`config.mk`:
```
export PLATFORM = sky130hd
export DESIGN_NAME = multicycle_controller
export DESIGN_NICKNAME = d
export VERILOG_FILES = /design/src/rtl/ctrl_pkg.sv /design/src/rtl/mem_wait_timer.sv /design/src/rtl/multicycle_controller.sv
export SDC_FILE = /design/constraint.sdc
export NUM_CORES = 1
export LEC_CHECK = 0
export CAP_MARGIN = 25
export CELL_PAD_IN_SITES_DETAIL_PLACEMENT = 1
export CELL_PAD_IN_SITES_GLOBAL_PLACEMENT = 1
export CORE_UTILIZATION = 25
export DETAILED_ROUTE_END_ITERATION = 12
export GPL_ROUTABILITY_DRIVEN = 0
export PLACE_DENSITY = 0.79
export SYNTH_ARGS = -nofsm -noshare
export SYNTH_HDL_FRONTEND = slang
export SYNTH_SLANG_ARGS = --single-unit
```
`constraint.sdc`:
```
create_clock -name clk -period 1.2 [get_ports clk]
set_input_delay 0.24 -clock clk [delete_from_list [all_inputs] [get_ports clk]]
set_output_delay 0.24 -clock clk [all_outputs]
set_load 0.02 [all_outputs]
```
`src/rtl/ctrl_pkg.sv`:
```
// Shared opcode, state and mux-select encodings for the multi-cycle controller.
// Pure definitions; no latency and no flow control of their own.
package ctrl_pkg;

    localparam logic [3:0] OP_NOP     = 4'h0;
    localparam logic [3:0] OP_OUT     = 4'h6;
    localparam logic [3:0] OP_IN      = 4'h7;
    localparam logic [3:0] OP_BR      = 4'h9;
    localparam logic [3:0] OP_BRC     = 4'hA;
    localparam logic [3:0] OP_BRSUB   = 4'hB;
    localparam logic [3:0] OP_RET     = 4'hC;
    localparam logic [3:0] OP_LOAD    = 4'hD;
    localparam logic [3:0] OP_STORE   = 4'hE;
    localparam logic [3:0] OP_LOADIMM = 4'hF;

    typedef enum logic [2:0] {
        ST_RST    = 3'd0,
        ST_FETCH  = 3'd1,
        ST_DECODE = 3'd2,
        ST_EXEC   = 3'd3,
        ST_MEM    = 3'd4,
        ST_WB     = 3'd5,
        ST_FAULT  = 3'd6
    } state_e;

    localparam logic [1:0] PC_INC = 2'b00;
    localparam logic [1:0] PC_LR  = 2'b01;
    localparam logic [1:0] PC_EA  = 2'b10;

    localparam logic [1:0] WB_ALU    = 2'b00;
    localparam logic [1:0] WB_INPORT = 2'b01;
    localparam logic [1:0] WB_IMM    = 2'b10;
    localparam logic [1:0] WB_MEM    = 2'b11;

    localparam logic BR_Z = 1'b0;
    localparam logic BR_N = 1'b1;

    // ALU-class opcodes drive alu_op; STORE uses the ALU for address generation.
    function automatic logic is_alu(input logic [3:0] op);
        return ((op >= 4'h1) && (op <= 4'h8)) || (op == OP_STORE);
    endfunction

    // Opcodes whose ALU result is written back to the register file.
    function automatic logic is_alu_wb(input logic [3:0] op);
        return ((op >= 4'h1) && (op <= 4'h5)) || (op == 4'h8);
    endfunction

    function automatic logic is_branch(input logic [3:0] op);
        return (op >= OP_BR) && (op <= OP_RET);
    endfunction

endpackage

```
`src/rtl/mem_wait_timer.sv`:
```
// Counts consecutive unacknowledged memory-request cycles; expired is combinational
// and marks the cycle whose missing ack would push the count to TIMEOUT.
module mem_wait_timer #(
    parameter int TIMEOUT = 15
) (
    input  logic clk,
    input  logic rst_n,
    input  logic clr,
    input  logic inc,
    output logic expired
);

    localparam int CW = $clog2(TIMEOUT + 1);
    localparam logic [CW-1:0] LAST = CW'(TIMEOUT - 1);

    logic [CW-1:0] cnt_q, cnt_d;

    always_comb begin
        cnt_d = cnt_q;
        if (clr) begin
            cnt_d = '0;
        end else if (inc) begin
            cnt_d = cnt_q + 1'b1;
        end
    end

    always_ff @(posedge clk or negedge rst_n) begin
        if (!rst_n) begin
            cnt_q <= '0;
        end else begin
            cnt_q <= cnt_d;
        end
    end

    assign expired = inc && (cnt_q == LAST);

endmodule

```
`src/rtl/multicycle_controller.sv`:
```
// Multi-cycle control FSM: FETCH/DECODE/EXEC[/MEM[/WB]], 3/4/5 cycles at zero wait.
// Stalls in FETCH/MEM until mem_ack; a request unanswered for TIMEOUT cycles locks in FAULT.
module multicycle_controller
    import ctrl_pkg::*;
#(
    parameter int INST_W  = 16,
    parameter int TIMEOUT = 15
) (
    input  logic              clk,
    input  logic              rst_n,
    input  logic [INST_W-1:0] inst,
    input  logic              flag_z,
    input  logic              flag_n,
    input  logic              mem_ack,
    output logic              mem_req,
    output logic              ir_en,
    output logic              pc_en,
    output logic [3:0]        alu_op,
    output logic [1:0]        pc_sel,
    output logic [1:0]        wb_sel,
    output logic              wb_demux_sel,
    output logic              br_sel,
    output logic              wt_sel,
    output logic              lr_en,
    output logic              reg_en,
    output logic              mem_en,
    output logic [2:0]        state,
    output logic              fault
);

    state_e      state_q, state_d;
    logic [3:0]  opcode_q;
    logic        brx_q;
    logic        expired;
    logic        inst_unused;

    assign inst_unused = ^inst[INST_W-6:0];
    assign mem_req     = (state_q == ST_FETCH) || (state_q == ST_MEM);
    assign state       = state_q;

    // Counter is held at zero outside FETCH/MEM, so every request starts fresh.
    mem_wait_timer #(.TIMEOUT(TIMEOUT)) u_timer (
        .clk     (clk),
        .rst_n   (rst_n),
        .clr     (!mem_req || mem_ack),
        .inc     (mem_req && !mem_ack),
        .expired (expired)
    );

    always_comb begin
        state_d      = state_q;
        ir_en        = 1'b0;
        pc_en        = 1'b0;
        alu_op       = 4'h0;
        pc_sel       = PC_INC;
        wb_sel       = WB_ALU;
        wb_demux_sel = 1'b0;
        br_sel       = BR_Z;
        wt_sel       = 1'b0;
        lr_en        = 1'b0;
        reg_en       = 1'b0;
        mem_en       = 1'b0;
        fault        = 1'b0;

        case (state_q)
            ST_RST:    state_d = ST_FETCH;
            ST_FETCH: begin
                if (mem_ack) begin
                    ir_en   = 1'b1;
                    state_d = ST_DECODE;
                end else if (expired) begin
                    state_d = ST_FAULT;
                end
            end
            ST_DECODE: state_d = ST_EXEC;
            ST_EXEC: begin
                if (is_alu(opcode_q)) alu_op = opcode_q;
                if (is_alu_wb(opcode_q)) reg_en = 1'b1;
                case (opcode_q)
                    OP_OUT: begin
                        reg_en       = 1'b1;
                        wb_demux_sel = 1'b1;
                    end
                    OP_IN: begin
                        reg_en = 1'b1;
                        wb_sel = WB_INPORT;
                    end
                    OP_LOADIMM: begin
                        reg_en = 1'b1;
                        wb_sel = WB_IMM;
                    end
                    OP_BR:  pc_sel = PC_EA;
                    OP_BRC: begin
                        br_sel = brx_q;
                        pc_sel = (brx_q ? flag_n : flag_z) ? PC_EA : PC_INC;
                    end
                    OP_BRSUB: begin
                        pc_sel = PC_EA;
                        lr_en  = 1'b1;
                    end
                    OP_RET: pc_sel = PC_LR;
                    default: ;
                endcase
                if ((opcode_q == OP_LOAD) || (opcode_q == OP_STORE)) begin
                    state_d = ST_MEM;
                end else begin
                    pc_en   = 1'b1;
                    state_d = ST_FETCH;
                end
            end
            ST_MEM: begin
                if (is_alu(opcode_q)) alu_op = opcode_q;
                if (opcode_q == OP_STORE) begin
                    wt_sel = 1'b1;
                    mem_en = 1'b1;
                end
                if (mem_ack) begin
                    if (opcode_q == OP_STORE) begin
                        pc_en   = 1'b1;
                        state_d = ST_FETCH;
                    end else begin
                        state_d = ST_WB;
                    end
                end else if (expired) begin
                    state_d = ST_FAULT;
                end
            end
            ST_WB: begin
                reg_en  = 1'b1;
                wb_sel  = WB_MEM;
                pc_en   = 1'b1;
                state_d = ST_FETCH;
            end
            ST_FAULT:  fault = 1'b1;
            default:   state_d = ST_RST;
        endcase
    end

    always_ff @(posedge clk or negedge rst_n) begin
        if (!rst_n) begin
            state_q  <= ST_RST;
            opcode_q <= 4'h0;
            brx_q    <= 1'b0;
        end else begin
            state_q <= state_d;
            if ((state_q == ST_FETCH) && mem_ack) begin
                opcode_q <= inst[INST_W-1 -: 4];
                brx_q    <= inst[INST_W-5];
            end
        end
    end

endmodule

```
After elaboration in Yosys (flattened, before gate mapping)
Index checks and enable logic that the tools add are counted.
- memories: 0
- register bits after elaboration: 12
- RAM bits: 0
- bits in latches: 0
- word-level logic and storage cells: 76
- memory bits (read-only): 0
- input bits: 21
- add/sub/neg operators: 1
- equality and inequality tests: 17
- multipliers: 0
- divide/modulo/power cells: 0
- magnitude comparators: 3
- reduce and logical (&&, ||, !) cells: 18
- shift operators: 0
- bitwise operators: 0
- multiplexer cells: 33
- operators with widths (kind ; count):
    $eq 4x4->1 const B ; 9
    $pmux 3 s6 ; 1
    $mux 1 ; 16
    $mux 4 ; 4
    $mux 3 ; 5
    $eq 3x3->1 const B ; 3
    $eq 4x3->1 const B ; 2
    $pmux 2 s2 ; 2
    $eq 3x2->1 const B ; 2
    $pmux 2 s3 ; 1
    $reduce_or 2->1 ; 3
    $logic_and 1x1->1 ; 5
    $logic_or 1x1->1 ; 5
    $add 4x1->4 const B ; 1
    $ge 4x1->1 const B ; 1
    $le 4x3->1 const B ; 1
    $le 4x4->1 const B ; 1
    $mux 2 ; 2
    $eq 3x1->1 const B ; 1
    $logic_not 3->1 ; 1
    $pmux 1 s3 ; 1
    $reduce_or 3->1 ; 1
    $logic_not 1->1 ; 2
    $pmux 1 s2 ; 1
    $reduce_bool 2->1 ; 1

Logic depth before layout (Yosys ltp)
- depth after elaboration: 7
- mapped depth: 5
- mapped depth without buffers: 5

Hierarchy
From an unflattened synthesis, not the netlist that was laid out.
- cell total of the unflattened synthesis: 98
- area total of the unflattened synthesis: 933.4 um^2
- modules (own cells, without submodules) (module ; sequential area each (um^2) ; cells each ; times used ; area an instance (um^2)):
    multicycle_controller ; 200.2 ; 78 ; 1 ; 710.7
    mem_wait_timer ; 100.1 ; 20 ; 1 ; 222.7

Worst setup path after synthesis
No wires, ideal clock.
- path kind: register to output
- start point: register state_q[0], in the netlist state[0]
- end point: output alu_op[2]
- buffers on the path: 1
- stages on the path, launching flop included: 5
- path slack: -0.610 ns
- required time: 0.960 ns
- arrival: 1.570 ns
- cell sequence: dfrtp_1 clkbuf_2 nand2b_1 o21a_1 a211oi_1
- cells in the longest elaborated chain, start to end: 3
- ends and longest elaborated chain (item ; line ; text):
    start, declared ; multicycle_controller.sv:31 ; state_e state_q, state_d;
    start signal, assigned ; multicycle_controller.sv:145 ; state_q <= state_d;
    $eq 3x3->1 or $eq 3x2->1 (tied branches) ; multicycle_controller.sv:65 ; case (state_q)
    $reduce_or 2->1 (no line) (*) ; n/a ;
    $mux 4 (*) ; n/a ;
    end, declared ; multicycle_controller.sv:18 ; output logic [3:0] alu_op,
Mark *: on every way between the ends. The rest lies on a longest branch, timed or not.

Final worst setup path
- start point: register state_q[2], in the netlist state[2]
- end point: output alu_op[3]
Same word-level chain as after synthesis.

==> impl_metrics.tcl <==
set metrics [dict create \
    syn_inst 101 \
    cts_inserted_buffers 3 \
    grt_overflow 0 \
    cp-end-kind "primary output" \
    htreeDepth 1 \
    track_usage_pct 21.6 \
    layout-drive-gt1-share_pct 72.7 \
    rsz0062_at_grt "yes" \
    grt_pass1_wl_um 6430 \
    synth_edf_count 0 \
    leakage_nw 0.909 \
    portBuffers 30 \
    cts_tree "yes" \
    slew_violations 0 \
    ir_worst_vdd_mv 1.03 \
    timing.final.ws_setup_ns -0.666 \
    tns_ns -15.36 \
    rr_startpoint "state[2]" \
    dieArea_um2 3880 \
    worstSetupPathType "flop to primary output" \
    totalPowerFinal_mw 5.04 \
    antenna_found_initial 0 \
    die_h_um 62.3 \
    synth-warning-count 0 \
    hpwl_um 2470 \
    yosysTopAreaCell "dfrtp_1" \
    cts_hold_buf 0 \
    synth_top_area_share_pct 33.1 \
    finalSetupViolCount 33 \
    outcome "complete, but fails checks" \
    core_um2 3420 \
    hold_viol 0 \
    io_pins 42 \
    max_freq_mhz 536 \
    fin_nets 207 \
    post-route-period-util_pct 155 \
    first_iter_violations 29 \
    arrival_ns 1.63 \
    powerDensity_nw_per_um2 2500 \
    syn-num-nets 124 \
    synth_flop_cell "dfrtp_1" \
    die_width_um 62.3 \
    synth-seq-cells 12 \
    num_vias 1126 \
    max_slew_margin_pct 78.2 \
    grt_max_degree 13 \
    ant_nets 0 \
    syn_area_um2 908 \
    detail_route.vias_per_cell 4.92 \
    path_clk_slew_ns 0.08 \
    crit_fanout 6 \
    drt_pre_antenna_iters 4 \
    worstSetupStartpointType "flop" \
    clock_path_buffers 2 \
    wl_per_cell_um 18.9 \
    ys_async_sr_fraction_pct 100 \
    synth.area.top_cells "dfrtp_1 (33%), mux2_4 (5.0%), nor2_1 (5.0%)" \
    critPathLaunch "state[2]" \
    maxCapViolCount 0 \
    routed_wl_um 4320 \
    min_path_type "primary input to asynchronous set/reset pin" \
    synth_cell_types 43 \
    placementRows 21 \
    nFillCells 387 \
    drc 0 \
    grt_pass1_vias 1229 \
    crit_required_ns 0.96 \
    worstMarginPinSlew_ns 0.326 \
    synth_seq_area_share_pct 33.1 \
    finClkSkew_ns 0.00290 \
    violations "setup timing" \
    root_buffer "clkbuf_4" \
    avgSynthCellArea_um2 8.99 \
    diodes 0 \
    initial_core_util_pct 26.6 \
    clkLatencyLatePin_ns 0.29 \
    cts_sinks 12 \
    min_period_ns 1.87 \
    area_growth_pct 122 \
]
report_power, final:
group / switching [mW] / internal [mW] / leakage, nW
registers: 0.274 / 0.569 / 0.144
logic: 1.74 / 2.12 / 0.744
clock network: 0.159 / 0.185 / 0.0210
total: 2.17 / 2.87 / 0.909
synthesized netlist by cell type, drive strengths merged, types with 2 or more instances:
cell / n
nor4: 2
xor2: 3
nor3: 3
buf: 8
a211oi: 2
nor2b: 3
nor4b: 2
ha: 2
inv: 5
o21a: 4
nand2b: 4
mux2: 4
o21ai: 5
nor2: 12
a31oi: 2
nand3: 3
dfrtp: 12
nand4b: 2
nand2: 4
flip-flops by register name (all words and copies together) (netlist names):
signal,count
state,3
opcode_q,4
brx_q,1
u_timer.cnt_q,4
cell families after synthesis:
kind of cell / after synthesis / share of synthesized area, %
adder cells (fa/ha/maj): 2 / 2.75
XOR/XNOR: 4 / 3.86
multiplexers: 4 / 6.20
buffers and inverters: 14 / 8.26
flip-flops: 12 / 33.1
AO/OA/AOI/OAI: 22 / 16.9
AND/OR/NAND/NOR: 43 / 28.9
worst paths after layout:
kind | slack (ns) | endpoint | cells after the start
min reg2reg | 0.55 | u_timer.cnt_q[0] | 2
max | -0.67 | alu_op[3] | 5
min in group clk | 0.50 | opcode_q[2] | 3
min | 0.29 | opcode_q[1] | 2
max in group asynchronous | 0.72 | state[1] | 2
max reg2reg | -0.52 | opcode_q[3] | 6
routing by layer:
metal | track usage [%] | vias to the layer above | routed length, um
met3 | 1.65 | 7 | 91
met4 | 8.14 | 0 | 102
met2 | 43.0 | 28 | 2540
met1 | 23.4 | 573 | 1590
li1 | - | 518 | -
met5 | 0 | - | 0
final cells by class:
| class | instances | area, um2 | area share, % |
|---|---|---|---|
| Inverter | 5 | 18.8 | 0.929 |
| Clock buffer | 4 | 36.3 | 1.80 |
| Multi-Input combinational cell | 75 | 774 | 38.4 |
| Timing Repair Buffer | 87 | 823 | 40.8 |
| Tap cell | 46 | 57.6 | 2.85 |
| Sequential cell | 12 | 309 | 15.3 |
through the flow:
| stage | utilization [%] | hold WS, ns | setup WS, ns | area (um2) | std cells |
|---|---|---|---|---|---|
| after floorplan | - | -0.0556 | -0.398 | 1030 | 101 |
| after global placement | 46.4 | 0.512 | -0.798 | 1580 | 204 |
| after detailed placement | 46.4 | 0.540 | -0.854 | 1580 | 204 |
| after CTS | 55.0 | 0.261 | -0.599 | 1880 | 220 |
| after global routing | 59.1 | 0.323 | -0.689 | 2020 | 229 |
| final | 59.1 | 0.293 | -0.666 | 2020 | 229 |
critical path: stages (launching register included):
cell      delay, ns
dfrtp_2        0.44
buf_4          0.15
nand2b_4       0.06
o21a_4         0.23
nor4b_4        0.27
buf_4          0.18
placed cells by master, fill, tap and decap left out, types with 2 or more instances in the layout:
master and count:
a211oi_2 2, a31oi_1 2, buf_4 41, buf_6 36
clkbuf_4 3, clkdlybuf4s50_1 9, dfrtp_1 5, dfrtp_2 7
ha_1 2, inv_1 5, mux2_4 3, nand2_2 2
nand2b_4 3, nand3_1 3, nand4b_1 2, nor2_1 5
nor2_2 4, nor2_4 3, nor2b_4 2, nor3_4 2
nor4_4 2, o21a_1 3, o21ai_1 3
what timing repair did:
| item | 4_1_cts | 5_1_grt |
|---|---|---|
| pin swaps | 18 | 15 |
| setup endpoints to repair | 33 | 33 |
| buffers inserted | 12 | 11 |
| resized for setup | 162 | 19 |
(Power assumes the default switching activity.)
